--- src/rtl/tilelink_uart.sv ---
// tilelink_uart: TileLink-mapped 8N1 UART with TX/RX FIFOs and a programmable
// bit period (DIVISOR, in clocks per serial bit).
//
// Optional feature macro: TILELINK_UART_RX_EN
//   defined   -> RX synchroniser, RX FSM and RX FIFO are built
//   undefined -> serial_rx is ignored; DATA reads return 0; RX status bits read 0
//
// Ports:
//   clock, reset_in          single clock, asynchronous active-high reset
//   tick_tla_a_*             TileLink A channel (opcode, address, mask, data, valid)
//   bus_tld_d_*              TileLink D channel (opcode, data, valid), one cycle after a hit
//   serial_rx / serial_tx    serial lines, idle high
//   irq                      level interrupt
//
// Register map (index = a_address[3:2]):
//   0 DATA     write pushes TX byte, read pops RX byte
//   1 STATUS   flags and FIFO counts; bits [7:5] are write-1-to-clear
//   2 DIVISOR  clocks per bit, values below 2 are stored as 2
//   3 CTRL     [0] tx_irq_en, [1] rx_irq_en

module tilelink_uart_fifo #(
  parameter int DEPTH = 8,
  parameter int WIDTH = 8
) (
  input  logic                     clock,
  input  logic                     reset_in,
  input  logic                     push,
  input  logic                     pop,
  input  logic [WIDTH-1:0]         wdata,
  output logic [WIDTH-1:0]         rdata,
  output logic                     full,
  output logic                     empty,
  output logic                     drop,
  output logic [$clog2(DEPTH):0]   count
);
  localparam int AW = $clog2(DEPTH);
  localparam logic [AW:0] FULL_CNT = DEPTH[AW:0];

  logic [WIDTH-1:0] mem_q [DEPTH];
  logic [AW-1:0]    rd_ptr_q, rd_ptr_d, wr_ptr_q, wr_ptr_d;
  logic [AW:0]      count_q, count_d;
  logic             do_push, do_pop;

  assign empty   = (count_q == '0);
  assign full    = (count_q == FULL_CNT);
  assign rdata   = mem_q[rd_ptr_q];
  assign count   = count_q;
  assign do_pop  = pop && !empty;
  // A full FIFO still accepts a push when a pop frees a slot in the same cycle.
  assign do_push = push && (!full || do_pop);
  assign drop    = push && !do_push;

  always_comb begin
    rd_ptr_d = rd_ptr_q;
    wr_ptr_d = wr_ptr_q;
    count_d  = count_q;
    if (do_pop)  rd_ptr_d = rd_ptr_q + AW'(1);
    if (do_push) wr_ptr_d = wr_ptr_q + AW'(1);
    case ({do_push, do_pop})
      2'b10:   count_d = count_q + (AW+1)'(1);
      2'b01:   count_d = count_q - (AW+1)'(1);
      default: count_d = count_q;
    endcase
  end

  always_ff @(posedge clock or posedge reset_in) begin
    if (reset_in) begin
      rd_ptr_q <= '0;
      wr_ptr_q <= '0;
      count_q  <= '0;
    end else begin
      rd_ptr_q <= rd_ptr_d;
      wr_ptr_q <= wr_ptr_d;
      count_q  <= count_d;
    end
  end

  // Storage carries no reset; only the pointers and count define contents.
  always_ff @(posedge clock) begin
    if (do_push) mem_q[wr_ptr_q] <= wdata;
  end
endmodule

module tilelink_uart #(
  parameter logic [31:0] addr_mask    = 32'hF000_0000,
  parameter logic [31:0] addr_tag     = 32'h4000_0000,
  parameter logic [15:0] clks_per_bit = 16'd16,
  parameter int          fifo_depth   = 8
) (
  input  logic        clock,
  input  logic        reset_in,
  input  logic [2:0]  tick_tla_a_opcode,
  input  logic [31:0] tick_tla_a_address,
  input  logic [3:0]  tick_tla_a_mask,
  input  logic [31:0] tick_tla_a_data,
  input  logic        tick_tla_a_valid,
  output logic [2:0]  bus_tld_d_opcode,
  output logic [31:0] bus_tld_d_data,
  output logic        bus_tld_d_valid,
  input  logic        serial_rx,
  output logic        serial_tx,
  output logic        irq
);
  localparam int CW = $clog2(fifo_depth) + 1;

  typedef enum logic [1:0] {TX_IDLE, TX_START, TX_DATA, TX_STOP} tx_state_t;

  function automatic logic [15:0] clamp_div(input logic [15:0] v);
    return (v < 16'd2) ? 16'd2 : v;
  endfunction

  // Bus decode
  logic       hit, wr, rd;
  logic [1:0] idx;
  assign hit = tick_tla_a_valid && ((tick_tla_a_address & addr_mask) == addr_tag);
  assign idx = tick_tla_a_address[3:2];
  assign wr  = hit && (tick_tla_a_opcode == 3'd0 || tick_tla_a_opcode == 3'd1);
  assign rd  = hit && (tick_tla_a_opcode == 3'd4);

  logic [15:0] div_q, div_d;
  logic [1:0]  ctrl_q, ctrl_d;
  logic        tx_ovf_q, tx_ovf_d;
  logic        d_valid_q, d_valid_d;
  logic [2:0]  d_opcode_q, d_opcode_d;
  logic [31:0] d_data_q, d_data_d;
  logic        status_w1c;
  assign status_w1c = wr && idx == 2'd1 && tick_tla_a_mask[0];

  // TX FIFO
  logic          tx_push, tx_pop, tx_full, tx_empty, tx_drop;
  logic [7:0]    tx_head;
  logic [CW-1:0] tx_count;
  assign tx_push = wr && idx == 2'd0 && tick_tla_a_mask[0];

  tilelink_uart_fifo #(.DEPTH(fifo_depth), .WIDTH(8)) u_tx_fifo (
    .clock(clock), .reset_in(reset_in), .push(tx_push), .pop(tx_pop),
    .wdata(tick_tla_a_data[7:0]), .rdata(tx_head), .full(tx_full),
    .empty(tx_empty), .drop(tx_drop), .count(tx_count)
  );

  // TX serialiser
  tx_state_t   tx_state_q, tx_state_d;
  logic [15:0] tx_cnt_q, tx_cnt_d, tx_div_q, tx_div_d;
  logic [2:0]  tx_bit_q, tx_bit_d;
  logic [7:0]  tx_shift_q, tx_shift_d;
  logic        tx_out_q, tx_out_d, tx_busy, tx_last;

  assign tx_busy = (tx_state_q != TX_IDLE);
  assign tx_last = (tx_cnt_q == tx_div_q - 16'd1);

  always_comb begin
    tx_state_d = tx_state_q;
    tx_cnt_d   = tx_cnt_q;
    tx_div_d   = tx_div_q;
    tx_bit_d   = tx_bit_q;
    tx_shift_d = tx_shift_q;
    tx_pop     = 1'b0;
    case (tx_state_q)
      TX_IDLE: begin
        if (!tx_empty) begin
          tx_pop     = 1'b1;
          tx_shift_d = tx_head;
          tx_div_d   = div_q;
          tx_cnt_d   = '0;
          tx_state_d = TX_START;
        end
      end
      TX_START: begin
        if (tx_last) begin
          tx_cnt_d   = '0;
          tx_bit_d   = '0;
          tx_state_d = TX_DATA;
        end else tx_cnt_d = tx_cnt_q + 16'd1;
      end
      TX_DATA: begin
        if (tx_last) begin
          tx_cnt_d   = '0;
          tx_shift_d = {1'b0, tx_shift_q[7:1]};
          if (tx_bit_q == 3'd7) tx_state_d = TX_STOP;
          else tx_bit_d = tx_bit_q + 3'd1;
        end else tx_cnt_d = tx_cnt_q + 16'd1;
      end
      TX_STOP: begin
        if (tx_last) begin
          tx_cnt_d = '0;
          // Chain straight into the next frame so queued bytes leave without an idle gap.
          if (!tx_empty) begin
            tx_pop     = 1'b1;
            tx_shift_d = tx_head;
            tx_div_d   = div_q;
            tx_state_d = TX_START;
          end else tx_state_d = TX_IDLE;
        end else tx_cnt_d = tx_cnt_q + 16'd1;
      end
      default: tx_state_d = TX_IDLE;
    endcase
    // Line level is registered from the current state, so it trails the FSM by one clock.
    case (tx_state_q)
      TX_START: tx_out_d = 1'b0;
      TX_DATA:  tx_out_d = tx_shift_q[0];
      default:  tx_out_d = 1'b1;
    endcase
  end

  assign serial_tx = tx_out_q;

  // RX path (status view)
  logic          rx_valid, rx_full, rx_ovr, rx_frm;
  logic [7:0]    rx_head;
  logic [CW-1:0] rx_count;

`ifdef TILELINK_UART_RX_EN
  typedef enum logic [1:0] {RX_IDLE, RX_START, RX_DATA, RX_STOP} rx_state_t;

  rx_state_t   rx_state_q, rx_state_d;
  logic        rx_s1_q, rx_s2_q, rx_prev_q;
  logic [15:0] rx_cnt_q, rx_cnt_d, rx_div_q, rx_div_d;
  logic [2:0]  rx_bit_q, rx_bit_d;
  logic [7:0]  rx_shift_q, rx_shift_d;
  logic        rx_ovr_q, rx_ovr_d, rx_frm_q, rx_frm_d;
  logic        rx_push, rx_pop, rx_empty, rx_drop, rx_frm_set;

  assign rx_pop = rd && idx == 2'd0;

  tilelink_uart_fifo #(.DEPTH(fifo_depth), .WIDTH(8)) u_rx_fifo (
    .clock(clock), .reset_in(reset_in), .push(rx_push), .pop(rx_pop),
    .wdata(rx_shift_q), .rdata(rx_head), .full(rx_full),
    .empty(rx_empty), .drop(rx_drop), .count(rx_count)
  );

  assign rx_valid = !rx_empty;
  assign rx_ovr   = rx_ovr_q;
  assign rx_frm   = rx_frm_q;

  always_comb begin
    rx_state_d = rx_state_q;
    rx_cnt_d   = rx_cnt_q;
    rx_div_d   = rx_div_q;
    rx_bit_d   = rx_bit_q;
    rx_shift_d = rx_shift_q;
    rx_push    = 1'b0;
    rx_frm_set = 1'b0;
    case (rx_state_q)
      RX_IDLE: begin
        if (rx_prev_q && !rx_s2_q) begin
          rx_state_d = RX_START;
          rx_cnt_d   = '0;
          rx_div_d   = div_q;
        end
      end
      RX_START: begin
        // Mid-start-bit check rejects short glitches on the idle line.
        if (rx_cnt_q == (rx_div_q >> 1)) begin
          rx_cnt_d   = '0;
          rx_bit_d   = '0;
          rx_state_d = rx_s2_q ? RX_IDLE : RX_DATA;
        end else rx_cnt_d = rx_cnt_q + 16'd1;
      end
      RX_DATA: begin
        if (rx_cnt_q == rx_div_q - 16'd1) begin
          rx_cnt_d   = '0;
          rx_shift_d = {rx_s2_q, rx_shift_q[7:1]};
          if (rx_bit_q == 3'd7) rx_state_d = RX_STOP;
          else rx_bit_d = rx_bit_q + 3'd1;
        end else rx_cnt_d = rx_cnt_q + 16'd1;
      end
      RX_STOP: begin
        if (rx_cnt_q == rx_div_q - 16'd1) begin
          rx_cnt_d   = '0;
          rx_push    = rx_s2_q;
          rx_frm_set = !rx_s2_q;
          rx_state_d = RX_IDLE;
        end else rx_cnt_d = rx_cnt_q + 16'd1;
      end
      default: rx_state_d = RX_IDLE;
    endcase
    // A new error in the same cycle as a clear wins, so no event is lost.
    rx_ovr_d = rx_ovr_q;
    rx_frm_d = rx_frm_q;
    if (status_w1c && tick_tla_a_data[6]) rx_ovr_d = 1'b0;
    if (status_w1c && tick_tla_a_data[7]) rx_frm_d = 1'b0;
    if (rx_drop)    rx_ovr_d = 1'b1;
    if (rx_frm_set) rx_frm_d = 1'b1;
  end

  always_ff @(posedge clock or posedge reset_in) begin
    if (reset_in) begin
      rx_s1_q    <= 1'b1;
      rx_s2_q    <= 1'b1;
      rx_prev_q  <= 1'b1;
      rx_state_q <= RX_IDLE;
      rx_cnt_q   <= '0;
      rx_div_q   <= clks_per_bit;
      rx_bit_q   <= '0;
      rx_shift_q <= '0;
      rx_ovr_q   <= 1'b0;
      rx_frm_q   <= 1'b0;
    end else begin
      rx_s1_q    <= serial_rx;
      rx_s2_q    <= rx_s1_q;
      rx_prev_q  <= rx_s2_q;
      rx_state_q <= rx_state_d;
      rx_cnt_q   <= rx_cnt_d;
      rx_div_q   <= rx_div_d;
      rx_bit_q   <= rx_bit_d;
      rx_shift_q <= rx_shift_d;
      rx_ovr_q   <= rx_ovr_d;
      rx_frm_q   <= rx_frm_d;
    end
  end

  logic unused_ok;
  assign unused_ok = ^{tick_tla_a_data[31:16], tick_tla_a_mask[3:2]};
`else
  assign rx_valid = 1'b0;
  assign rx_full  = 1'b0;
  assign rx_ovr   = 1'b0;
  assign rx_frm   = 1'b0;
  assign rx_head  = 8'd0;
  assign rx_count = '0;

  logic unused_ok;
  assign unused_ok = ^{tick_tla_a_data[31:16], tick_tla_a_mask[3:2], serial_rx};
`endif

  // Register file, read mux and response
  logic [31:0] status, rdata;
  assign status = {8'd0, 8'(rx_count), 8'(tx_count), rx_frm, rx_ovr, tx_ovf_q,
                   tx_busy, rx_full, rx_valid, tx_empty, tx_full};

  always_comb begin
    case (idx)
      2'd0:    rdata = rx_valid ? {24'd0, rx_head} : 32'd0;
      2'd1:    rdata = status;
      2'd2:    rdata = {16'd0, div_q};
      default: rdata = {30'd0, ctrl_q};
    endcase
    d_valid_d  = hit;
    d_opcode_d = rd ? 3'd1 : 3'd0;
    d_data_d   = rd ? rdata : 32'd0;

    div_d = div_q;
    if (wr && idx == 2'd2) begin
      if (tick_tla_a_mask[0]) div_d[7:0]  = tick_tla_a_data[7:0];
      if (tick_tla_a_mask[1]) div_d[15:8] = tick_tla_a_data[15:8];
      div_d = clamp_div(div_d);
    end
    ctrl_d = ctrl_q;
    if (wr && idx == 2'd3 && tick_tla_a_mask[0]) ctrl_d = tick_tla_a_data[1:0];
    tx_ovf_d = tx_ovf_q;
    if (status_w1c && tick_tla_a_data[5]) tx_ovf_d = 1'b0;
    if (tx_drop) tx_ovf_d = 1'b1;
  end

  always_ff @(posedge clock or posedge reset_in) begin
    if (reset_in) begin
      div_q      <= clks_per_bit;
      ctrl_q     <= '0;
      tx_ovf_q   <= 1'b0;
      d_valid_q  <= 1'b0;
      d_opcode_q <= '0;
      d_data_q   <= '0;
      tx_state_q <= TX_IDLE;
      tx_cnt_q   <= '0;
      tx_div_q   <= clks_per_bit;
      tx_bit_q   <= '0;
      tx_shift_q <= '0;
      tx_out_q   <= 1'b1;
    end else begin
      div_q      <= div_d;
      ctrl_q     <= ctrl_d;
      tx_ovf_q   <= tx_ovf_d;
      d_valid_q  <= d_valid_d;
      d_opcode_q <= d_opcode_d;
      d_data_q   <= d_data_d;
      tx_state_q <= tx_state_d;
      tx_cnt_q   <= tx_cnt_d;
      tx_div_q   <= tx_div_d;
      tx_bit_q   <= tx_bit_d;
      tx_shift_q <= tx_shift_d;
      tx_out_q   <= tx_out_d;
    end
  end

  assign bus_tld_d_valid  = d_valid_q;
  assign bus_tld_d_opcode = d_opcode_q;
  assign bus_tld_d_data   = d_data_q;
  assign irq = (ctrl_q[0] & tx_empty & ~tx_busy) | (ctrl_q[1] & rx_valid);
endmodule

--- config.mk ---
export PLATFORM = sky130hd
export DESIGN_NAME = tilelink_uart
export DESIGN_NICKNAME = d
export VERILOG_FILES = /design/src/rtl/tilelink_uart.sv
export SDC_FILE = /design/constraint.sdc
export NUM_CORES = 1
export LEC_CHECK = 0
export CELL_PAD_IN_SITES_DETAIL_PLACEMENT = 1
export CELL_PAD_IN_SITES_GLOBAL_PLACEMENT = 2
export CORE_MARGIN = 1
export CORE_UTILIZATION = 37
export CTS_CLUSTER_DIAMETER = 80
export DETAILED_ROUTE_END_ITERATION = 6
export PLACE_DENSITY = 0.8
export SLEW_MARGIN = 30
export SYNTH_ARGS = -nofsm -noshare
export SYNTH_HDL_FRONTEND = slang
export SYNTH_SLANG_ARGS = --single-unit
export TNS_END_PERCENT = 20
--- constraint.sdc ---
create_clock -name clock -period 5.4 [get_ports clock]
set_input_delay 1.08 -clock clock [delete_from_list [all_inputs] [get_ports clock]]
set_output_delay 1.08 -clock clock [all_outputs]
set_load 0.005 [all_outputs]
==> run metrics <==
first-pass GRT wire length=about 28000 µm; fin crit share=between 80% and 90%; Hold/Removal Path Class=reg -> reg; largest family of logic cells by synthesized area=multiplexers; layout cells sized above 1=a little under a fifth; Final HPWL DP=12400 µm; mux contribution to synthesized area=between 10% and 20%; count of different cell masters after synthesis=69; Reg clk slew, reported paths=0.07 ns; Worst Setup Start Kind=flop; Worst-Skew Late Latency=0.43 ns; Initial DRC Count=about 250; Crit Reg-Reg Endpoint=u_tx_fifo.count[3]; # nets final=approximately 730; Post-CTS Setup Bufs=0; post_cts resized=0; Peak VDD IR=0.271 mV; average size of a mapped cell=approximately 13 µm²; outcome=complete, no violations; RR Startpoint=tx_div_q[2]; CP Max Fanout=11; main flop type after synthesis=dfrtp_1; WP data required=~5.7 ns; Critical Path End Type=flop; root buf cell=clkbuf_16; DRT Pass-1 Iters=4; pin count of the biggest net entering global routing=just under 60; Worst Max-Slew Pin Slew=between 0.8 and 0.9 ns; FF-to-FF setup slack=roughly 0.9 ns; Post-Synth Adder-Cell Area=approximately 2.7%; Max clock buf depth=2; pwr/cell area=475 nW/µm²; sequential area share after synthesis=56.0%; number of setup violations in the final report=0; Multi-input gate area=between 3000 and 4000 µm²; Yosys warnings=0; CTS tree=built; area growth from synthesis to layout=16.6%; Worst EP arrival=around 4.8 ns; total wire length=about 17000 µm; Final Skew=0.00943 ns; Remaining DRCs=0; Fin Setup TNS=0 ns; Min Clock Period, post-route=roughly 4.5 ns; Simple-Gate Fraction of Synth Area=a little under an eighth; relative slew slack=46.4%; io pins=roughly 110; total track usage=around 17%; Place WS=around 0.94 ns; Hold-fix buffers, CTS=0; DR vias=slightly below 5000; LEAKAGE=roughly 3.6 nW; H-Tree Depth=4; Worst Setup EP=u_tx_fifo.count[3]; compound-cell area share of the yosys netlist=8.28%; antenna violations before repair=0; top post-synthesis cells by area=dfrtp_1 30%, edfxtp_1 25%, mux2_2 5.0%; gr ovfl total=0; CTS sink count=~160; die area=between 20000 and 25000 µm²; Post-synth EDFFs=between 60 and 70; core area=roughly 20000 µm²; initial core utilization=37.7%; Die Wd=about 150 µm; XOR/XNOR share of the synthesized area=3.69%; Antenna Nets Post-Route=0; RSZ-0062 raised after global routing=no; Die Y=145 µm; Post-Syn Area=roughly 7600 µm²; Fin. Hold Viols=0; WL per Instance=18.5 µm; Mapped Cells=just under 600; flops & latches, synth=~160; I/O Buffers=between 40 and 50; Final Slew Violations=0; vias in the first global route=5149; Reg area=approximately 4300 µm²; vias per cell=around 5.2; Hold Path Depth=1; Setup WS post-layout=between 0.9 and 1 ns; Yosys top cell by area=dfrtp_1; number of fill cells=approximately 2200; WS Path Type=reg -> reg; row count=between 50 and 60; Synth top area share=29.6%; crit path launch=tx_div_q[2]; Fmax=224 MHz; cts bufs inserted=17; ys async rst share=between 50% and 60%; FF-to-FF path depth=14; # diodes=0; Final GP Congestion=about 0.8; MaxCap Viol Count=0
synth_stat cells (11+ instances only):
cell / count
a21oi_1: 18
a31oi_1: 14
and3_1: 11
buf_4: 18
clkbuf_1: 15
dfrtp_1: 90
edfxtp_1: 64
ha_1: 15
inv_1: 23
mux2_2: 34
mux2i_1: 14
mux4_2: 16
nand2_1: 28
nand2b_1: 11
nor2_1: 31
nor3_1: 14
nor4_1: 11
o21ai_0: 19
xnor2_1: 18
xor2_1: 14
final cells by class:
class,count,area share [%]
Sequential cell,157,48.0
Multi-Input combinational cell,383,34.6
Timing Repair Buffer,59,6.38
Clock buffer,18,4.84
Tap cell,270,3.81
Clock inverter,14,1.37
Inverter,23,1.00
layout by cell type (no fill, tap or decap), types with 19 or more instances in the layout:
cell,instances
nor2_1,31
dfrtp_1,89
o21ai_0,19
mux2_2,34
inv_1,22
edfxtp_1,64
nand2_1,28
clkdlybuf4s50_1,49
per-stage QoR:
step,std cells,util [%],hold slack (ns),power [mW],instance area [µm²]
after floorplan,606,-,0.463,2.81,7660
after global placement,892,41.2,0.488,3.02,8310
after detailed placement,892,41.2,0.494,3.11,8310
after CTS,924,43.9,0.509,4.26,8860
after global routing,924,43.9,0.528,4.47,8860
final,924,43.9,0.511,4.21,8860
cell families after synthesis:
group,after synthesis
muxes,73
AOI/OAI and AO/OA,90
xor gates and xnor gates,32
and+or+nand+nor,154
adders and majority gates,16
DFF,157
other,1
buffers and inverters,66
power by group:
part | leakage [nW] | switching [mW] | internal, mW | total, mW
Combinational | 1.54 | 0.821 | 0.696 | 1.52
Clock | 0.267 | 0.523 | 0.605 | 1.13
Sequential | 1.81 | 0.199 | 1.37 | 1.57
layer usage:
metal,global-route usage (%),vias up,wire length (µm)
met1,22.4,2482,7780
li1,-,2246,-
met5,0,-,0
met2,29.2,69,8750
met3,2.98,16,372
met4,5.79,0,229
registers in the layout (all words and copies together), names as in the netlist:
| signal | count |
|---|---|
| bus_tld_d_data | 16 |
| bus_tld_d_opcode | 1 |
| bus_tld_d_valid | 1 |
| ctrl_q | 2 |
| div_q | 16 |
| serial_tx | 1 |
| tx_bit_q | 3 |
| tx_cnt_q | 16 |
| tx_div_q | 16 |
| tx_ovf_q | 1 |
| tx_shift_q | 8 |
| tx_state_q | 2 |
| u_tx_fifo.count | 4 |
| u_tx_fifo.mem_q | 64 |
| u_tx_fifo.rd_ptr_q | 3 |
| u_tx_fifo.wr_ptr_q | 3 |
worst min-delay path by stage:
| stage | from | endpoint | slack, ns |
|---|---|---|---|
| floorplan | ctrl_q[0] | ctrl_q[0] | 0.46 |
| global placement | ctrl_q[1] | ctrl_q[1] | 0.49 |
| detailed placement | ctrl_q[1] | ctrl_q[1] | 0.49 |
| CTS | ctrl_q[1] | ctrl_q[1] | 0.51 |
| global route | tx_shift_q[6] | tx_shift_q[6] | 0.53 |
| finish | tx_shift_q[6] | tx_shift_q[6] | 0.51 |
critical path, stage by stage (launching register included):
cell and delay (ns):
dfrtp_1 0.45, or4_1 0.67, nor3_1 0.44, nand2_1 0.13, a221oi_1 0.47, nand4_4 0.25, o21ai_4 0.40, o21ai_2 0.25
ha_1 0.30, ha_1 0.31, a21o_1 0.19, a21oi_1 0.17, xnor2_1 0.13, nor2_1 0.07, xor2_1 0.14
Power figures use the tool's default switching activity.
